File: src/rtl/seq_alu.sv
// seq_alu: sequential ALU. Logic/arithmetic/compare opcodes complete in one
// cycle; MULTU (shift-add) and DIVU (restoring) iterate one bit per cycle.
// FSM: IDLE -> (DONE | BUSY) -> DONE -> IDLE, with back-to-back issue from DONE.
module seq_alu #(
  parameter int WIDTH = 32
) (
  input  logic             clk,
  input  logic             rst,
  input  logic             start,
  input  logic [3:0]       alu_ctrl,
  input  logic [WIDTH-1:0] a,
  input  logic [WIDTH-1:0] b,
  output logic             busy,
  output logic             done,
  output logic [WIDTH-1:0] result,
  output logic [WIDTH-1:0] hi,
  output logic             zero
);

  localparam int CW = $clog2(WIDTH + 1);

  localparam logic [3:0] OP_AND   = 4'b0000;
  localparam logic [3:0] OP_OR    = 4'b0001;
  localparam logic [3:0] OP_ADD   = 4'b0010;
  localparam logic [3:0] OP_MULTU = 4'b0011;
  localparam logic [3:0] OP_DIVU  = 4'b0100;
  localparam logic [3:0] OP_SUB   = 4'b0110;
  localparam logic [3:0] OP_SLT   = 4'b0111;
  localparam logic [3:0] OP_SLTU  = 4'b1000;
  localparam logic [3:0] OP_NOR   = 4'b1100;

  typedef enum logic [1:0] {IDLE, BUSY, DONE} state_t;

  state_t           state_reg, state_next;
  logic [WIDTH-1:0] result_reg, result_next;
  logic [WIDTH-1:0] hi_reg, hi_next;
  logic [CW-1:0]    cnt_reg, cnt_next;
  logic             is_div_reg, is_div_next;
  // Iteration working set: for MULTU {work_hi,work_lo} is the partial
  // product with the multiplier shifting out of work_lo; for DIVU work_hi is
  // the partial remainder and work_lo the dividend/quotient shift register.
  logic [WIDTH-1:0] work_hi_reg, work_hi_next;
  logic [WIDTH-1:0] work_lo_reg, work_lo_next;
  logic [WIDTH-1:0] opnd_reg, opnd_next;

  // Bitwise operations, one cell per bit
  logic [WIDTH-1:0] and_v, or_v, nor_v;
  genvar gi;
  generate
    for (gi = 0; gi < WIDTH; gi++) begin : g_bitwise
      assign and_v[gi] = a[gi] & b[gi];
      assign or_v[gi]  = a[gi] | b[gi];
      assign nor_v[gi] = ~(a[gi] | b[gi]);
    end
  endgenerate

  logic [WIDTH-1:0] add_v, sub_v;
  logic             slt_v, sltu_v;
  assign add_v  = a + b;
  assign sub_v  = a - b;
  assign slt_v  = $signed(a) < $signed(b);
  assign sltu_v = a < b;

  logic             single_valid;
  logic [WIDTH-1:0] single_val;

  // Single-cycle opcode decode; undefined opcodes leave result untouched
  always_comb begin
    single_valid = 1'b1;
    single_val   = '0;
    case (alu_ctrl)
      OP_AND:  single_val = and_v;
      OP_OR:   single_val = or_v;
      OP_ADD:  single_val = add_v;
      OP_SUB:  single_val = sub_v;
      OP_SLT:  single_val = {{(WIDTH-1){1'b0}}, slt_v};
      OP_SLTU: single_val = {{(WIDTH-1){1'b0}}, sltu_v};
      OP_NOR:  single_val = nor_v;
      default: single_valid = 1'b0;
    endcase
  end

  // One shift-add multiply step: add multiplicand when LSB set, then shift right
  logic [WIDTH:0]   mul_sum;
  logic [WIDTH-1:0] mul_hi_n, mul_lo_n;
  always_comb begin
    mul_sum = {1'b0, work_hi_reg} + {1'b0, opnd_reg};
    if (work_lo_reg[0])
      {mul_hi_n, mul_lo_n} = {mul_sum, work_lo_reg[WIDTH-1:1]};
    else
      {mul_hi_n, mul_lo_n} = {1'b0, work_hi_reg, work_lo_reg[WIDTH-1:1]};
  end

  // One restoring-divide step: shift in next dividend bit, subtract if it fits
  logic [WIDTH:0]   div_shift, div_diff;
  logic             div_ge;
  logic [WIDTH-1:0] div_hi_n, div_lo_n;
  always_comb begin
    div_shift = {work_hi_reg, work_lo_reg[WIDTH-1]};
    div_diff  = div_shift - {1'b0, opnd_reg};
    div_ge    = div_shift >= {1'b0, opnd_reg};
    div_hi_n  = div_ge ? div_diff[WIDTH-1:0] : div_shift[WIDTH-1:0];
    div_lo_n  = {work_lo_reg[WIDTH-2:0], div_ge};
  end

  logic [WIDTH-1:0] step_hi, step_lo;
  assign step_hi = is_div_reg ? div_hi_n : mul_hi_n;
  assign step_lo = is_div_reg ? div_lo_n : mul_lo_n;

  // Next-state and datapath update
  always_comb begin
    state_next   = state_reg;
    result_next  = result_reg;
    hi_next      = hi_reg;
    cnt_next     = cnt_reg;
    is_div_next  = is_div_reg;
    work_hi_next = work_hi_reg;
    work_lo_next = work_lo_reg;
    opnd_next    = opnd_reg;
    case (state_reg)
      IDLE, DONE: begin
        if (start) begin
          if (alu_ctrl == OP_MULTU) begin
            work_hi_next = '0;
            work_lo_next = a;
            opnd_next    = b;
            is_div_next  = 1'b0;
            cnt_next     = CW'(WIDTH);
            state_next   = BUSY;
          end else if (alu_ctrl == OP_DIVU) begin
            if (b == '0) begin
              // Divide by zero short-circuits: no iteration at all
              result_next = '1;
              hi_next     = a;
              state_next  = DONE;
            end else begin
              work_hi_next = '0;
              work_lo_next = a;
              opnd_next    = b;
              is_div_next  = 1'b1;
              cnt_next     = CW'(WIDTH);
              state_next   = BUSY;
            end
          end else begin
            if (single_valid)
              result_next = single_val;
            state_next = DONE;
          end
        end else begin
          state_next = IDLE;
        end
      end
      BUSY: begin
        work_hi_next = step_hi;
        work_lo_next = step_lo;
        cnt_next     = cnt_reg - 1'b1;
        // Outputs are only written on the final step so partial values never show
        if (cnt_reg == CW'(1)) begin
          result_next = step_lo;
          hi_next     = step_hi;
          state_next  = DONE;
        end
      end
      default: state_next = IDLE;
    endcase
  end

  // State and datapath registers with synchronous reset
  always_ff @(posedge clk) begin
    if (rst) begin
      state_reg   <= IDLE;
      result_reg  <= '0;
      hi_reg      <= '0;
      cnt_reg     <= '0;
      is_div_reg  <= 1'b0;
      work_hi_reg <= '0;
      work_lo_reg <= '0;
      opnd_reg    <= '0;
    end else begin
      state_reg   <= state_next;
      result_reg  <= result_next;
      hi_reg      <= hi_next;
      cnt_reg     <= cnt_next;
      is_div_reg  <= is_div_next;
      work_hi_reg <= work_hi_next;
      work_lo_reg <= work_lo_next;
      opnd_reg    <= opnd_next;
    end
  end

  assign busy   = (state_reg == BUSY);
  assign done   = (state_reg == DONE);
  assign result = result_reg;
  assign hi     = hi_reg;
  assign zero   = (result_reg == '0);

endmodule

File: config.mk
export PLATFORM = sky130hd
export DESIGN_NAME = seq_alu
export DESIGN_NICKNAME = d
export VERILOG_FILES = /design/src/rtl/seq_alu.sv
export SDC_FILE = /design/constraint.sdc
export NUM_CORES = 1
export LEC_CHECK = 0
export BUFFER_PORTS_ARGS = -buffer_cell sky130_fd_sc_hd__buf_4
export CORE_UTILIZATION = 55
export CTS_CLUSTER_SIZE = 12
export DETAILED_ROUTE_END_ITERATION = 10
export PLACE_DENSITY_LB_ADDON = 0.25
export SYNTH_ARGS = -nofsm -noshare
export SYNTH_HDL_FRONTEND = slang
export SYNTH_SLANG_ARGS = --single-unit
File: constraint.sdc
create_clock -name clk -period 5.5 [get_ports clk]
set_input_delay 1.65 -clock clk [delete_from_list [all_inputs] [get_ports clk]]
set_output_delay 1.65 -clock clk [all_outputs]
set_load 0.05 [all_outputs]
==> results of run 1 <==
==> Yosys cell counts (11+ instances only) <==
library cell / n / area (um^2)
a211oi_1: 51 / 383
a21boi_0: 11 / 82.6
a21o_1: 46 / 345
a21oi_1: 290 / 1450
a221o_1: 15 / 150
a221oi_1: 13 / 114
a2bb2oi_1: 16 / 140
a311oi_1: 22 / 193
a31o_2: 11 / 96.3
a31oi_1: 40 / 250
and2_1: 23 / 144
and3_1: 15 / 93.8
buf_1: 12 / 45.0
clkbuf_1: 136 / 510
dfxtp_1: 169 / 3380
ha_1: 165 / 2060
inv_1: 157 / 589
mux2_2: 19 / 214
mux2i_1: 19 / 190
nand2_1: 289 / 1080
nand2b_1: 16 / 100
nand3_1: 38 / 190
nand4_1: 18 / 113
nor2_1: 192 / 721
nor2b_1: 22 / 138
nor3_1: 35 / 175
nor4_1: 27 / 169
o211ai_1: 23 / 173
o21a_1: 22 / 165
o21ai_0: 134 / 671
o21bai_1: 22 / 165
o22ai_1: 35 / 219
o31ai_1: 21 / 158
or3_1: 13 / 81.3
xnor2_1: 44 / 385
xor2_1: 18 / 158
==> kinds of logic after synthesis <==
| group | Yosys count | share of synthesized area (%) |
|---|---|---|
| AND/OR/NAND/NOR | 714 | 19.3 |
| XOR/XNOR | 62 | 3.27 |
| AO/OA/AOI/OAI | 874 | 34.3 |
| multiplexers | 38 | 2.43 |
| buffers and inverters | 321 | 7.43 |
| flip-flops | 169 | 20.4 |
| adder cells (fa/ha/maj) | 169 | 12.9 |
==> worst min-delay path: cells and delay by family (launching register included) <==
family / cells / cell delay, ns
flip-flops: 1 / 0.33
AND/OR/NAND/NOR: 1 / 0.06
AO/OA/AOI/OAI: 1 / 0.05
==> layout make-up <==
| class | count | area (um^2) |
|---|---|---|
| Multi-Input combinational cell | 1857 | 12000 |
| Fill cell | 2756 | 11300 |
| Sequential cell | 169 | 3390 |
| Timing Repair Buffer | 174 | 1340 |
| Inverter | 161 | 604 |
| Tap cell | 390 | 488 |
| Clock buffer | 17 | 425 |
| Clock inverter | 13 | 145 |
==> power groups by stage <==
stage	combinational (W)	clock [W]	sequential, W
final	0.00140	0.00122	0.00132
after global routing	0.00149	0.00127	0.00132
after CTS	0.00136	0.00122	0.00132
after detailed placement	0.00135	0	0.00134
after global placement	0.00134	0	0.00134
after floorplan	0.000863	0	0.00140
==> worst max-delay path by stage <==
stage | startpoint | to | slack [ns] | cells after the start
6_report | b[1] | result[25] | 0.86 | 13
5_1_grt | a[3] | result[25] | 0.62 | 13
4_1_cts | b[1] | result[25] | 0.94 | 13
3_3_place_gp | b[4] | result[25] | 0.58 | 13
3_5_place_dp | b[1] | result[25] | 0.50 | 13
2_1_floorplan | a[0] | result[0] | 1.19 | 14
==> stage by stage <==
stage / hold slack (ns) / total power (W) / instances
after global routing: 0.508 / 0.00408 / 2781
after floorplan: 0.452 / 0.00226 / 2347
final: 0.488 / 0.00394 / 2781
after CTS: 0.488 / 0.00389 / 2781
after global placement: 0.463 / 0.00268 / 2751
after detailed placement: 0.476 / 0.00269 / 2751
==> layer usage <==
| metal | wire, um | track usage [%] |
|---|---|---|
| met2 | 29900 | 67.4 |
| met3 | 5860 | 6.69 |
| met4 | 4540 | 27.8 |
| met1 | 26600 | 53.3 |
| met5 | 0 | 0 |
==> flow_metrics.env, run 1 <==
export IMPL_die_w_um=176
export IMPL_p_leak_nw=7.86
export IMPL_vias=18700
export IMPL_cts_resized=0
export IMPL_syn_area_per_cell_um2=7.08
export IMPL_synth_nets=2587
export IMPL_hold_end="opnd_reg[30]"
export IMPL_core_area_um2=29700
export IMPL_cts_sinks=169
export IMPL_sequentialPowerShare_pct=33.5
export IMPL_stdcell_area_um2=18400
export IMPL_hold_buffers=0
export IMPL_ios=138
export IMPL_cts_buffers=17
export IMPL_slew_violations=0
export IMPL_ctsLongestPathBuffers=2
export IMPL_post_dp_hpwl_um=49400
export IMPL_ys_ff_latch=169
export IMPL_cp_cell_sequence="buf_4 -> inv_1 -> ha_1 -> o21ba_2 -> nor4_1 -> o31a_1 -> a211oi_2 -> a31oi_1 -> a31oi_1 -> o31ai_1 -> mux2i_1 -> a221oi_1 -> a2111oi_0"
export IMPL_setup_slack_ns=0.857
export IMPL_slew_headroom_pct=1.57
export IMPL_fin_nets=2620
export IMPL_worstSetupPathType="input pin to register"
export IMPL_routed_wl_um=66900
export IMPL_placed_area_um2=17900
export IMPL_fmax_mhz=215
export IMPL_crit_buf_inv=2
export IMPL_firstDrtPassIters=6
export IMPL_maxCapViolations=1
export IMPL_min_path_cells=2
export IMPL_arrival_ns=4.97
export IMPL_die_area_um2=30900
export IMPL_r2r_start="work_hi_reg[0]"
export IMPL_synth_seq_area_share_pct=20.4
export IMPL_worst_pin_slew_ns=1.46
export IMPL_postCtsSetupBuffers=0
export IMPL_fin_crit_sh_pct=84.4
export IMPL_status="complete, but fails checks"
export IMPL_die_h_um=176
export IMPL_core_rowCount=63
export IMPL_grt_pass1_vias=17200
export IMPL_p_int_w=0.00242
export IMPL_cp_slowest_cell="o31ai_1"
export IMPL_clockPowerShare_pct=31.0
export IMPL_layout_common_cells="289 x nand2_1, 289 x a21oi_1, 191 x nor2_1"
export IMPL_p_sw_w=0.00152
export IMPL_first_iter_violations=2066
export IMPL_antenna_found_initial=0
export IMPL_port_buffers=137
export IMPL_yosysUniqueCellTypes=85
export IMPL_floorplan_initialDensity_pct=55.9
export IMPL_syn_area_um2=16600
export IMPL_pwr_share_comb_pct=35.6
export IMPL_worstPathRequired_ns=5.83
export IMPL_holdCritStartpoint="opnd_reg[30]"
export IMPL_antennaDiodeCount=0
export IMPL_track_usage_pct=42.5
export IMPL_ir_drop_mv=0.274
export IMPL_skew_ns=0.0111
export IMPL_viasPerCell=6.74
export IMPL_cts_tree="done"
export IMPL_layout_drive_gt1_share_pct=10.9
export IMPL_p_per_area_nw_per_um2=214
export IMPL_cp_top_family="compound AO/OA/AOI/OAI gates"
export IMPL_clk_latency_ns=0.44
export IMPL_cpPeakStageDelay_ns=0.43
export IMPL_place_congestion=1.01
export IMPL_drc=0
export IMPL_grt_first_pass_wirelength_um=101000
export IMPL_fin_util_pct=62.0
export IMPL_overflow=0
export IMPL_yosys_warnings=0
export IMPL_synthArstFlopShare_pct=0
export IMPL_root_buffer="clkbuf_16"
export IMPL_swShare_pct=38.6
export IMPL_areaGrowthSynthToFinish_pct=10.8
export IMPL_finalCriticalPeriod_ns=4.64
export IMPL_violations="capacitance limit"
export IMPL_path_max_fanout=5
export IMPL_ant_nets=0
export IMPL_grt_max_degree=92
export IMPL_hold_violations=0
export IMPL_cts_max_level=4
export IMPL_worst_r2r_endpoint="hi[6]"
export IMPL_synthesis_instances=2347
export IMPL_rr_worst_depth=12
export IMPL_synth_ff_type="dfxtp_1"
export IMPL_rrSetupSlack_ns=1.25
export IMPL_wl_per_cell_um=24.1
export IMPL_start_kind="input pin"
export IMPL_synth_edf_count=0
export IMPL_hold_class="register to register"
export IMPL_rsz0062_at_grt="no"
export IMPL_finalSetupViolCount=0
export IMPL_tns_ns=0
export IMPL_path_clk_slew_ns=0.07
export IMPL_post_place_ws_ns=0.500
export IMPL_worst_setup_path_end_kind="register"
export IMPL_crit_top_cell="a31oi_1"
No activity file was read; power rests on OpenSTA's default activity.
==> inputs of run 2 (changes only) <==
Clock period 5.5 ns to 4.6 ns, I/O delays scaled along.
==> flow_metrics.env, run 2 (synthesized netlist as in run 1, its figures left out) <==
export IMPL_fin_crit_sh_pct=89.8
export IMPL_layout_drive_gt1_share_pct=12.5
export IMPL_ctsLongestPathBuffers=2
export IMPL_maxCapViolations=0
export IMPL_p_per_area_nw_per_um2=255
export IMPL_slew_violations=0
export IMPL_die_w_um=176
export IMPL_status="complete, no violations"
export IMPL_sequentialPowerShare_pct=32.9
export IMPL_min_path_cells=2
export IMPL_placed_area_um2=18200
export IMPL_core_rowCount=63
export IMPL_cts_max_level=4
export IMPL_antenna_found_initial=0
export IMPL_antennaDiodeCount=0
export IMPL_worstSetupPathType="input pin to register"
export IMPL_p_leak_nw=8.09
export IMPL_vias=19000
export IMPL_swShare_pct=40.1
export IMPL_worst_pin_slew_ns=1.26
export IMPL_p_total_w=0.00478
export IMPL_floorplan_initialDensity_pct=55.9
export IMPL_highest_layer="met4"
export IMPL_stdcell_area_um2=18800
export IMPL_nFillCells=2780
export IMPL_fmax_mhz=242
export IMPL_slew_headroom_pct=15.7
export IMPL_tns_ns=0
export IMPL_cts_tree="done"
export IMPL_finalSetupViolCount=0
export IMPL_track_usage_pct=42.8
export IMPL_rrSetupSlack_ns=0.57
export IMPL_routed_wl_um=66600
export IMPL_skew_ns=0.0144
export IMPL_die_h_um=176
export IMPL_r2r_start="opnd_reg[10]"
export IMPL_layout_common_cells="289 x nand2_1, 289 x a21oi_1, 211 x buf_4"
export IMPL_post_dp_hpwl_um=49500
export IMPL_worst_setup_path_end_kind="register"
export IMPL_ant_nets=0
export IMPL_p_sw_w=0.00192
export IMPL_areaGrowthSynthToFinish_pct=13.0
export IMPL_path_clk_slew_ns=0.08
export IMPL_ios=138
export IMPL_viasPerCell=6.71
export IMPL_ir_drop_mv=0.308
export IMPL_overflow=0
export IMPL_core_area_um2=29700
export IMPL_wl_per_cell_um=23.6
export IMPL_p_int_w=0.00287
export IMPL_drc=0
export IMPL_worst_r2r_endpoint="hi[12]"
export IMPL_first_iter_violations=2154
export IMPL_finalCriticalPeriod_ns=4.13
export IMPL_fin_util_pct=63.2
export IMPL_clk_latency_ns=0.45
export IMPL_worstPathRequired_ns=4.95
export IMPL_path_max_fanout=4
export IMPL_cts_buffers=17
export IMPL_rsz0062_at_grt="no"
export IMPL_arrival_ns=4.48
export IMPL_fin_nets=2662
export IMPL_postCtsSetupBuffers=0
export IMPL_wl_met1_um=26700
export IMPL_met2_length_um=30100
export IMPL_cts_sinks=169
export IMPL_grt_first_pass_wirelength_um=102000
export IMPL_hold_class="register to register"
export IMPL_dr_wl_met3_um=6110
export IMPL_root_buffer="clkbuf_16"
export IMPL_hold_buffers=0
export IMPL_cts_resized=0
export IMPL_grt_pass1_vias=17700
export IMPL_holdCritStartpoint="hi[13]"
export IMPL_hold_end="hi[13]"
export IMPL_port_buffers=137
export IMPL_grt_max_degree=81
export IMPL_clockPowerShare_pct=31.0
export IMPL_rr_worst_depth=13
export IMPL_die_area_um2=30900
export IMPL_place_congestion=1.02
export IMPL_pwr_share_comb_pct=36.1
export IMPL_hold_violations=0
export IMPL_start_kind="input pin"
export IMPL_firstDrtPassIters=8
run 2: layer usage:
layer,up-vias,track usage (%)
li1,8650,-
met1,8922,54.6
met2,1171,69.4
met3,222,6.34
met4,0,22.7
met5,-,0
run 2: through the flow:
step | hold WS [ns] | worst slack (ns) | std cells
2_1_floorplan | 0.452 | 0.560 | 2347
3_3_place_gp | 0.443 | 0.157 | 2793
3_5_place_dp | 0.447 | 0.0998 | 2793
4_1_cts | 0.456 | 0.549 | 2825
5_1_grt | 0.473 | 0.226 | 2825
6_report | 0.456 | 0.469 | 2825
run 2: power by group through the flow:
stage	clock [W]	combinational, W	sequential (W)
floorplan	0	0.00103	0.00167
global placement	0	0.00165	0.00160
detailed placement	0	0.00166	0.00160
CTS	0.00148	0.00167	0.00157
global route	0.00153	0.00185	0.00158
finish	0.00149	0.00173	0.00157
run 2: worst max-delay path, cell delays in order:
cell,delay (ns)
buf_4,0.13
ha_1,0.25
inv_1,0.08
fa_1,0.22
nor2b_1,0.08
o2111ai_1,0.26
a21oi_1,0.17
o311ai_0,0.50
buf_4,0.21
a21oi_1,0.09
nor2b_1,0.18
a211o_1,0.30
a211oi_1,0.26
o221ai_1,0.16
a21o_1,0.20
run 2: how the worst max path moves through the flow:
stage / from / end / slack, ns
5_1_grt: a[11] / result[30] / 0.23
2_1_floorplan: a[0] / result[0] / 0.56
3_5_place_dp: a[0] / result[0] / 0.1
3_3_place_gp: a[0] / result[0] / 0.16
4_1_cts: b[1] / result[31] / 0.55
6_report: a[0] / result[28] / 0.47
run 2: area by class of cell:
class	count	area (um^2)	share of cell area [%]
Clock inverter	15	170	0.906
Timing Repair Buffer	216	1680	8.96
Multi-Input combinational cell	1857	12000	64.0
Clock buffer	17	425	2.26
Inverter	161	604	3.22
Sequential cell	169	3390	18.0
Tap cell	390	488	2.60
